--- src/rtl/stopwatch_pkg.sv ---
// Shared definitions for the centisecond stopwatch: FSM encodings,
// seven-segment codes (active-low {dp,g,f,e,d,c,b,a}) and BCD digit limits.
package stopwatch_pkg;

    typedef enum logic [1:0] {
        StIdle  = 2'd0,
        StRun   = 2'd1,
        StPause = 2'd2
    } sw_state_e;

    // Segment codes with the decimal point off.
    localparam logic [7:0] Seg0     = 8'hC0;
    localparam logic [7:0] Seg1     = 8'hF9;
    localparam logic [7:0] Seg2     = 8'hA4;
    localparam logic [7:0] Seg3     = 8'hB0;
    localparam logic [7:0] Seg4     = 8'h99;
    localparam logic [7:0] Seg5     = 8'h92;
    localparam logic [7:0] Seg6     = 8'h82;
    localparam logic [7:0] Seg7     = 8'hF8;
    localparam logic [7:0] Seg8     = 8'h80;
    localparam logic [7:0] Seg9     = 8'h90;
    localparam logic [7:0] SegBlank = 8'hFF;

    // Terminal values of the BCD digits.
    localparam logic [3:0] DigMax     = 4'd9;
    localparam logic [3:0] SecTensMax = 4'd5;

endpackage

--- src/rtl/stopwatch_if.sv ---
// Front-panel / display bundle between the board top and the stopwatch core.
interface stopwatch_if;

    logic        tick;
    logic        start_stop;
    logic        clear;
    logic [15:0] digits;
    logic        running;
    logic        wrap;
    logic [3:0]  an;
    logic [7:0]  seg;

    // Board side: drives tick and buttons, observes time and display.
    modport master (
        output tick, start_stop, clear,
        input  digits, running, wrap, an, seg
    );

    // Stopwatch core side.
    modport slave (
        input  tick, start_stop, clear,
        output digits, running, wrap, an, seg
    );

endinterface

--- src/rtl/seg7_decode.sv ---
// BCD to active-low seven-segment decoder; non-BCD values blank the digit.
module seg7_decode
    import stopwatch_pkg::*;
(
    input  logic [3:0] i_bcd,
    input  logic       i_dp_en,
    output logic [7:0] o_seg
);

    // Segment lookup, then force the decimal point on when requested.
    always_comb begin
        o_seg = SegBlank;
        case (i_bcd)
            4'd0:    o_seg = Seg0;
            4'd1:    o_seg = Seg1;
            4'd2:    o_seg = Seg2;
            4'd3:    o_seg = Seg3;
            4'd4:    o_seg = Seg4;
            4'd5:    o_seg = Seg5;
            4'd6:    o_seg = Seg6;
            4'd7:    o_seg = Seg7;
            4'd8:    o_seg = Seg8;
            4'd9:    o_seg = Seg9;
            default: o_seg = SegBlank;
        endcase
        if (i_dp_en) begin
            o_seg[7] = 1'b0;
        end
    end

endmodule

--- src/rtl/stopwatch_core.sv ---
// Centisecond stopwatch: run/pause/clear control, SS.cc BCD count and
// four-digit multiplexed seven-segment scan.
module stopwatch_core
    import stopwatch_pkg::*;
#(
    parameter int unsigned SCAN_DIV = 100000
) (
    input  logic         i_clk,
    input  logic         i_rst_n,
    stopwatch_if.slave   bus
);

    localparam int unsigned CntW = (SCAN_DIV > 1) ? $clog2(SCAN_DIV) : 1;
    localparam logic [CntW-1:0] ScanLast = CntW'(SCAN_DIV - 1);

    logic            r_ss_q;
    logic            r_clr_q;
    sw_state_e       r_state;
    sw_state_e       w_state_d;
    logic [15:0]     r_digits;
    logic [15:0]     w_digits_d;
    logic            r_wrap;
    logic            w_wrap_d;
    logic [CntW-1:0] r_scan_cnt;
    logic [1:0]      r_idx;

    logic            w_ss_rise;
    logic            w_clr_rise;
    logic            w_count_en;
    logic [3:0]      w_bcd;
    logic            w_dp_en;

    assign w_ss_rise  = bus.start_stop & ~r_ss_q;
    assign w_clr_rise = bus.clear & ~r_clr_q;
    // A clear in the same cycle drops the tick.
    assign w_count_en = (r_state == StRun) && bus.tick && !w_clr_rise;

    // Button edge-detect registers.
    always_ff @(posedge i_clk) begin
        if (!i_rst_n) begin
            r_ss_q  <= 1'b0;
            r_clr_q <= 1'b0;
        end else begin
            r_ss_q  <= bus.start_stop;
            r_clr_q <= bus.clear;
        end
    end

    // Control FSM state register.
    always_ff @(posedge i_clk) begin
        if (!i_rst_n) begin
            r_state <= StIdle;
        end else begin
            r_state <= w_state_d;
        end
    end

    // Control FSM next state; clear beats start/stop.
    always_comb begin
        w_state_d = r_state;
        if (w_clr_rise) begin
            w_state_d = StIdle;
        end else if (w_ss_rise) begin
            case (r_state)
                StIdle:  w_state_d = StRun;
                StRun:   w_state_d = StPause;
                StPause: w_state_d = StRun;
                default: w_state_d = StIdle;
            endcase
        end
    end

    // BCD ripple counter next value and rollover flag.
    always_comb begin
        w_digits_d = r_digits;
        w_wrap_d   = 1'b0;
        if (w_clr_rise) begin
            w_digits_d = 16'h0000;
        end else if (w_count_en) begin
            if (r_digits[3:0] != DigMax) begin
                w_digits_d[3:0] = r_digits[3:0] + 4'd1;
            end else begin
                w_digits_d[3:0] = 4'd0;
                if (r_digits[7:4] != DigMax) begin
                    w_digits_d[7:4] = r_digits[7:4] + 4'd1;
                end else begin
                    w_digits_d[7:4] = 4'd0;
                    if (r_digits[11:8] != DigMax) begin
                        w_digits_d[11:8] = r_digits[11:8] + 4'd1;
                    end else begin
                        w_digits_d[11:8] = 4'd0;
                        if (r_digits[15:12] != SecTensMax) begin
                            w_digits_d[15:12] = r_digits[15:12] + 4'd1;
                        end else begin
                            w_digits_d[15:12] = 4'd0;
                            w_wrap_d          = 1'b1;
                        end
                    end
                end
            end
        end
    end

    // Time count and registered wrap pulse.
    always_ff @(posedge i_clk) begin
        if (!i_rst_n) begin
            r_digits <= 16'h0000;
            r_wrap   <= 1'b0;
        end else begin
            r_digits <= w_digits_d;
            r_wrap   <= w_wrap_d;
        end
    end

    // Display scan: hold each digit SCAN_DIV cycles, then step to the next.
    always_ff @(posedge i_clk) begin
        if (!i_rst_n) begin
            r_scan_cnt <= '0;
            r_idx      <= 2'd0;
        end else if (r_scan_cnt == ScanLast) begin
            r_scan_cnt <= '0;
            r_idx      <= r_idx + 2'd1;
        end else begin
            r_scan_cnt <= r_scan_cnt + 1'b1;
        end
    end

    assign w_bcd   = r_digits[4*r_idx +: 4];
    // Decimal point separates seconds from centiseconds.
    assign w_dp_en = (r_idx == 2'd2);

    seg7_decode u_seg7_decode (
        .i_bcd   (w_bcd),
        .i_dp_en (w_dp_en),
        .o_seg   (bus.seg)
    );

    assign bus.an      = ~(4'b0001 << r_idx);
    assign bus.digits  = r_digits;
    assign bus.running = (r_state == StRun);
    assign bus.wrap    = r_wrap;

endmodule

--- src/flat_wrapper.sv ---
// flat-port wrapper written by rule: the top's interface ports become plain ports
module stopwatch_core_flat import stopwatch_pkg::*;
#(
    parameter int unsigned SCAN_DIV = 100000
)
  (i_clk, i_rst_n, bus_tick, bus_start_stop, bus_clear, bus_digits, bus_running, bus_wrap, bus_an, bus_seg);
  stopwatch_if bus_i ();
  input  logic i_clk;
  input  logic i_rst_n;
  input wire logic [$bits(bus_i.tick)-1:0] bus_tick;
  input wire logic [$bits(bus_i.start_stop)-1:0] bus_start_stop;
  input wire logic [$bits(bus_i.clear)-1:0] bus_clear;
  output wire logic [$bits(bus_i.digits)-1:0] bus_digits;
  output wire logic [$bits(bus_i.running)-1:0] bus_running;
  output wire logic [$bits(bus_i.wrap)-1:0] bus_wrap;
  output wire logic [$bits(bus_i.an)-1:0] bus_an;
  output wire logic [$bits(bus_i.seg)-1:0] bus_seg;
  assign bus_i.tick = bus_tick;
  assign bus_i.start_stop = bus_start_stop;
  assign bus_i.clear = bus_clear;
  assign bus_digits = bus_i.digits;
  assign bus_running = bus_i.running;
  assign bus_wrap = bus_i.wrap;
  assign bus_an = bus_i.an;
  assign bus_seg = bus_i.seg;
  stopwatch_core #(.SCAN_DIV(SCAN_DIV)) u_core (.i_clk(i_clk), .i_rst_n(i_rst_n), .bus(bus_i));
endmodule
--- config.mk ---
export PLATFORM = sky130hd
export DESIGN_NAME = stopwatch_core_flat
export DESIGN_NICKNAME = d
export VERILOG_FILES = /design/src/rtl/stopwatch_pkg.sv /design/src/rtl/stopwatch_if.sv /design/src/rtl/seg7_decode.sv /design/src/rtl/stopwatch_core.sv /design/src/flat_wrapper.sv
export SDC_FILE = /design/constraint.sdc
export NUM_CORES = 1
export LEC_CHECK = 0
export ABC_AREA = 1
export CORE_ASPECT_RATIO = 1.1
export CORE_UTILIZATION = 40
export DETAILED_ROUTE_END_ITERATION = 8
export PLACE_DENSITY = 0.6
export SLEW_MARGIN = 20
export SYNTH_ARGS = -nofsm -noshare
export SYNTH_HDL_FRONTEND = slang
export SYNTH_SLANG_ARGS = --single-unit
--- constraint.sdc ---
create_clock -name i_clk -period 1.9 [get_ports i_clk]
set_input_delay 0.38 -clock i_clk [delete_from_list [all_inputs] [get_ports i_clk]]
set_output_delay 0.38 -clock i_clk [all_outputs]
set_load 0.01 [all_outputs]
Word level (Yosys, flattened, before mapping) --
Memories as Yosys holds them, arrays and structs flattened. Cells that the tools add are included.
Storage, ports and cells: bits in registers 40, memory bits (read-only) 112, input bits 5, memories 1
Memory list:
- (no name shown) | depth 16, width 7, rd ports 1, clocked after Yosys merged registers in 0, wr ports 0, RTL line seg7_decode.sv:13 | case (i_bcd)
Cells by class: add/sub/neg operators 6, equal/unequal tests 8, shift-type cells 2, muxes and demuxes 7, bitwise operators 10, reduce and logical (&&, ||, !) cells 11
Operators with widths (number):
- 17-bit by 1-bit adder with 17-bit output, second input constant | 1
- 17-bit equality test, second input constant | 1
- 4-bit by 1-bit adder with 4-bit output, second input constant | 4
- 4-bit 2-to-1 mux | 4
- 16-bit by 5-bit variable part select with 4-bit output | 1
- 4-bit inequality test, second input constant | 3
- 1-bit inverter | 7
- 2-bit OR reduction | 3
- 6-bit OR reduction | 1
- 2-bit equality test, second input constant | 2
- 4-bit by 3-bit inequality test with 1-bit output, second input constant | 1
- 4-bit inverter | 1
- 2-bit case mux with 2 select lines | 1
- 4-bit AND reduction | 1
- 1-bit by 2-bit left shift with 4-bit output, first input constant | 1
- 3-bit AND reduction | 1
- 2-bit by 1-bit adder with 2-bit output, second input constant | 1
- 1-bit bitwise AND | 2
- 2-bit by 1-bit equality test with 1-bit output, second input constant | 1
- 1-bit logical AND | 2
- 2-bit logical NOT | 1
- 1-bit 2-to-1 mux | 2
- 2-bit AND reduction | 1
- 1-bit logical NOT | 1

Longest topological paths before layout --
word-level depth 6, gate-level depth with buffers 10, depth with buffers taken out 10

Modules after synthesis --
From an unflattened synthesis, not the netlist that was laid out.
Unflattened totals: cells, all modules 375, area total of the unflattened synthesis 2412.3 um2
By module, submodules not included:
- stopwatch_core | times used 1, cells an instance 339, area an instance 2220.9 um2, sequential area each 800.8 um2
- seg7_decode | times used 1, cells an instance 36, area an instance 191.4 um2, sequential area each 0.0 um2

Least setup slack after synthesis --
No wires, ideal clock.
path type flip-flop to output port, start point reg u_core.r_idx[0], end point out bus_seg[6], arrival 1.417 ns, data required time 1.520 ns, setup slack 0.103 ns, stages on the path, launching flop included 9, buffers on the path 1, cells stage by stage dfxtp_1 > buf_4 > nand2_1 > nand3_1 > nand2_1 > inv_1 > ha_1 > o21ai_0 > o21ai_1
Between the ends: cells in the longest elaborated chain, start to end 2
RTL lines:
- start: declaration | RTL line stopwatch_core.sv:25 | logic [1:0] r_idx;
- start signal: assignment | RTL line stopwatch_core.sv:122 | r_idx <= r_idx + 2'd1;
- 16-bit by 5-bit variable part select with 4-bit output | RTL line stopwatch_core.sv:128 | assign w_bcd = r_digits[4*r_idx +: 4];
- memory 16 x 7 bit
- end: declaration | RTL line flat_wrapper.sv:17 | output wire logic [$bits(bus_i.seg)-1:0] bus_seg;
No other way between the ends.

Worst setup path after layout --
start point reg u_core.r_idx[0], end point out bus_seg[0]
The elaborated chain is that of the path after synthesis.

==> flow_summary.ini <==
[synth]
syn_avg_cell_area_um2 = 6.56
synthDistinctLibCells = 27
async_flop_share = 0
synth-edff-count = 0
yosysSeqAreaShare = 0.344
synth_warnings = 0
ys.flop_type = dfxtp_1
syn_area_um2 = 2330
synth_seq_cells = 40
syn_inst = 355
syn_nets = 370

[finish]
antenna_cells = 0
fill_cells = 535
nets = 457
area_growth_pct = 43.9
final_area_um2 = 3350
instances_no_fill = 517
layout-drive-gt1-share = 0.262

[power_and_ir_drop]
leakage_nw = 1.43
vdd_drop_max_v = 0.000302
powerDensity_nw_per_um2 = 458

[min_path]
hold_depth = 1
holdCritPathClass = reg2reg
min_to = u_core.r_scan_cnt[0]$_SDFF_PP0_
min_from = u_core.r_scan_cnt[0]$_SDFF_PP0_

[global_route]
first_global_vias = 2226
overflow = 0
grt_max_degree = 17
grt_usage = 0.205
grt_pass1_wl_um = 9560
antenna_found_initial = 0

[sta]
hold_viol = 0
setup_tns_ns = -1.04
hold_slack_ns = 0.458
max_freq_mhz = 483
worst_slack_ns = -0.171
fin_worst_skew_ns = 0.00321
finalCriticalPeriod_ns = 2.07
finalMaxSlewViolations = 0
rsz0062_at_grt = true
worst_pin_slew_ns = 0.450
setup_viol = 7
slew_headroom = 0.698
min_period_over_period = 1.09

[detailed_routing]
via_per_inst = 4.72
wl_um = 5740
dr_total_vias = 2440
wire_per_inst_um = 11.1
drc = 0
drtIter0Drc = 85
drt_pass1_iterations = 4
antenna_left = 0

[clock_network]
clock_path_buffers = 2
cts_inserted_buffers = 5
clkLatencyLatePin_ns = 0.28
cts_tree = yes
htree_levels = 2
cts_sinks = 40
ctsHoldBuffers = 0
clock-root-buffer = clkbuf_8
clkSlewWorstSetupHoldPaths_ns = 0.07

[die]
ioPinCount = 35
rows = 28
start_util = 0.424
fp.dieH_um = 82.0
die_w_um = 74.8
die_area_um2 = 6130
core_area_um2 = 5500

[run]
cap_violations = 0

[critical_path]
endpoint_kind = primary output
crit_chain = buf_6 -> a21oi_2 -> o21ai_2 -> nand2_2 -> buf_6 -> inv_4 -> ha_4 -> inv_2 -> nand2_2 -> o211ai_1 -> nand2_1 -> buf_2
start_kind = flip-flop
cpLargestDelayFamily = buffers and inverters
cp_max_fo = 7
crit_type = reg2out
reg2reg_depth = 7
rr_startpoint = u_core.r_scan_cnt[0]$_SDFF_PP0_
cp_slowest_cell = dfxtp_2
max_stage_delay_ns = 0.34
crit_arrival_ns = 1.69
regToRegEndpoint = u_core.r_scan_cnt[12]$_SDFF_PP0_
rrSetupSlack_ns = 0.39
cp.required_ns = 1.52
path_buf_inv = 5

[placed_design]
place_area_um2 = 3020
dp_slack_ns = -0.359
place.gp.congestion = 0.847
dp_hpwl_um = 4240
place_inst = 497
portBuffers = 34

[run_status]
status = complete, but fails checks
violations = negative setup slack
[cells in the final DEF, fill, tap and decap left out, types with 2 or more instances in the layout]
master	instances
dfxtp_2	2
nand2_1	84
nor3_2	2
o21ai_0	8
nand2_4	2
ha_2	2
buf_6	9
dlygate4sd2_1	4
xnor2_1	2
buf_4	42
or2_2	2
clkbuf_8	7
dfxtp_1	38
nand3_2	4
nand3_1	23
nor3_1	6
nand4_1	8
nor2_4	3
inv_1	46
a21oi_2	3
a21oi_1	20
clkdlybuf4s50_1	22
ha_1	7
inv_2	5
nor2_1	46
inv_6	2
o21ai_2	7
nand2_2	10
xor2_1	8
buf_2	7
[power breakdown]
part	total, W	internal [W]	leakage [nW]	switching, W
logic	0.0000817	0.0000355	1.05	0.0000463
registers	0.000853	0.000848	0.324	0.00000509
clock network	0.000600	0.000323	0.0503	0.000277
[how the worst max path moves through the flow]
stage / startpoint / endpoint / slack [ns] / depth (start not counted)
floorplan: u_core.r_idx[0]$_SDFFE_PN0N_ / bus_seg[6] / 0.10 / 8
global placement: u_core.r_idx[0]$_SDFFE_PN0N_ / bus_seg[6] / -0.29 / 10
detailed placement: u_core.r_idx[0]$_SDFFE_PN0N_ / bus_seg[3] / -0.36 / 10
CTS: u_core.r_idx[0]$_SDFFE_PN0N_ / bus_seg[6] / -0.17 / 11
global route: u_core.r_idx[0]$_SDFFE_PN0N_ / bus_seg[0] / -0.26 / 12
finish: u_core.r_idx[0]$_SDFFE_PN0N_ / bus_seg[0] / -0.17 / 12
[worst reg2reg max path, cell delays in order (launching register included)]
cell and delay (ns):
dfxtp_1 0.36, ha_1 0.18, nand2_1 0.09, nor2_2 0.21
nand2_1 0.19, nor2_1 0.15, xor2_1 0.17, nor2_1 0.06
[metal layers]
metal	part of all wire	routed length [um]	track usage	vias to the layer above
met5	0	0	0	-
met4	0.011	62	0.0679	0
met3	0.032	181	0.0405	6
met2	0.50	2860	0.366	39
met1	0.46	2640	0.242	1102
li1	-	-	-	1293
[repair_timing]
item	4_1_cts	5_1_grt
gates cloned	0	0
setup buffers	12	1
gates resized for setup	76	19
endpoints found under the setup margin	12	8
pin swaps	13	9
[through the flow]
step	power, W	util
4_1_cts	0.00156	0.597
2_1_floorplan	0.000918	-
6_report	0.00153	0.609
3_5_place_dp	0.000953	0.549
5_1_grt	0.00161	0.609
3_3_place_gp	0.000952	0.549
[sequential cells by signal, summed over array words and instances, names as in the netlist]
name and count:
u_core.bus.digits 16, u_core.bus.wrap 1, u_core.r_clr_q 1, u_core.r_idx 2, u_core.r_scan_cnt 17, u_core.r_ss_q 1, u_core.r_state 2
[synth_stat cells, types with 2 or more instances]
master    n  area [um^2]
a21oi_1  24          120
buf_4     3         22.5
dfxtp_1  40          801
ha_1     10          125
inv_1    51          191
inv_2     3         11.3
nand2_1  94          353
nand2_2   2         12.5
nand3_1  26          130
nand3_2   2         20.0
nand4_1   8         50.1
nor2_1   47          176
nor2_4    2         22.5
nor3_1    6         30.0
nor3_2    2         20.0
o21ai_0  14         70.1
o21ai_1   2         10.0
or2_2     2         12.5
xnor2_1   2         17.5
xor2_1    8         70.1
[final cells by class]
type                            instances  area (um^2)  share of cell area
Clock buffer                            7         96.3              0.0287
Sequential cell                        40          803               0.240
Tap cell                               75         93.8              0.0280
Inverter                               54          215              0.0642
Timing Repair Buffer                   85          717               0.214
Multi-Input combinational cell        256         1430               0.426
[logic make-up after synthesis]
logic type               synth area share
flip-flops                          0.344
XOR/XNOR                           0.0376
buffers and inverters               0.100
AND/OR/NAND/NOR                     0.360
adder cells (fa/ha/maj)            0.0537
AO/OA/AOI/OAI                       0.104
No activity file was read; power rests on OpenSTA's default activity.
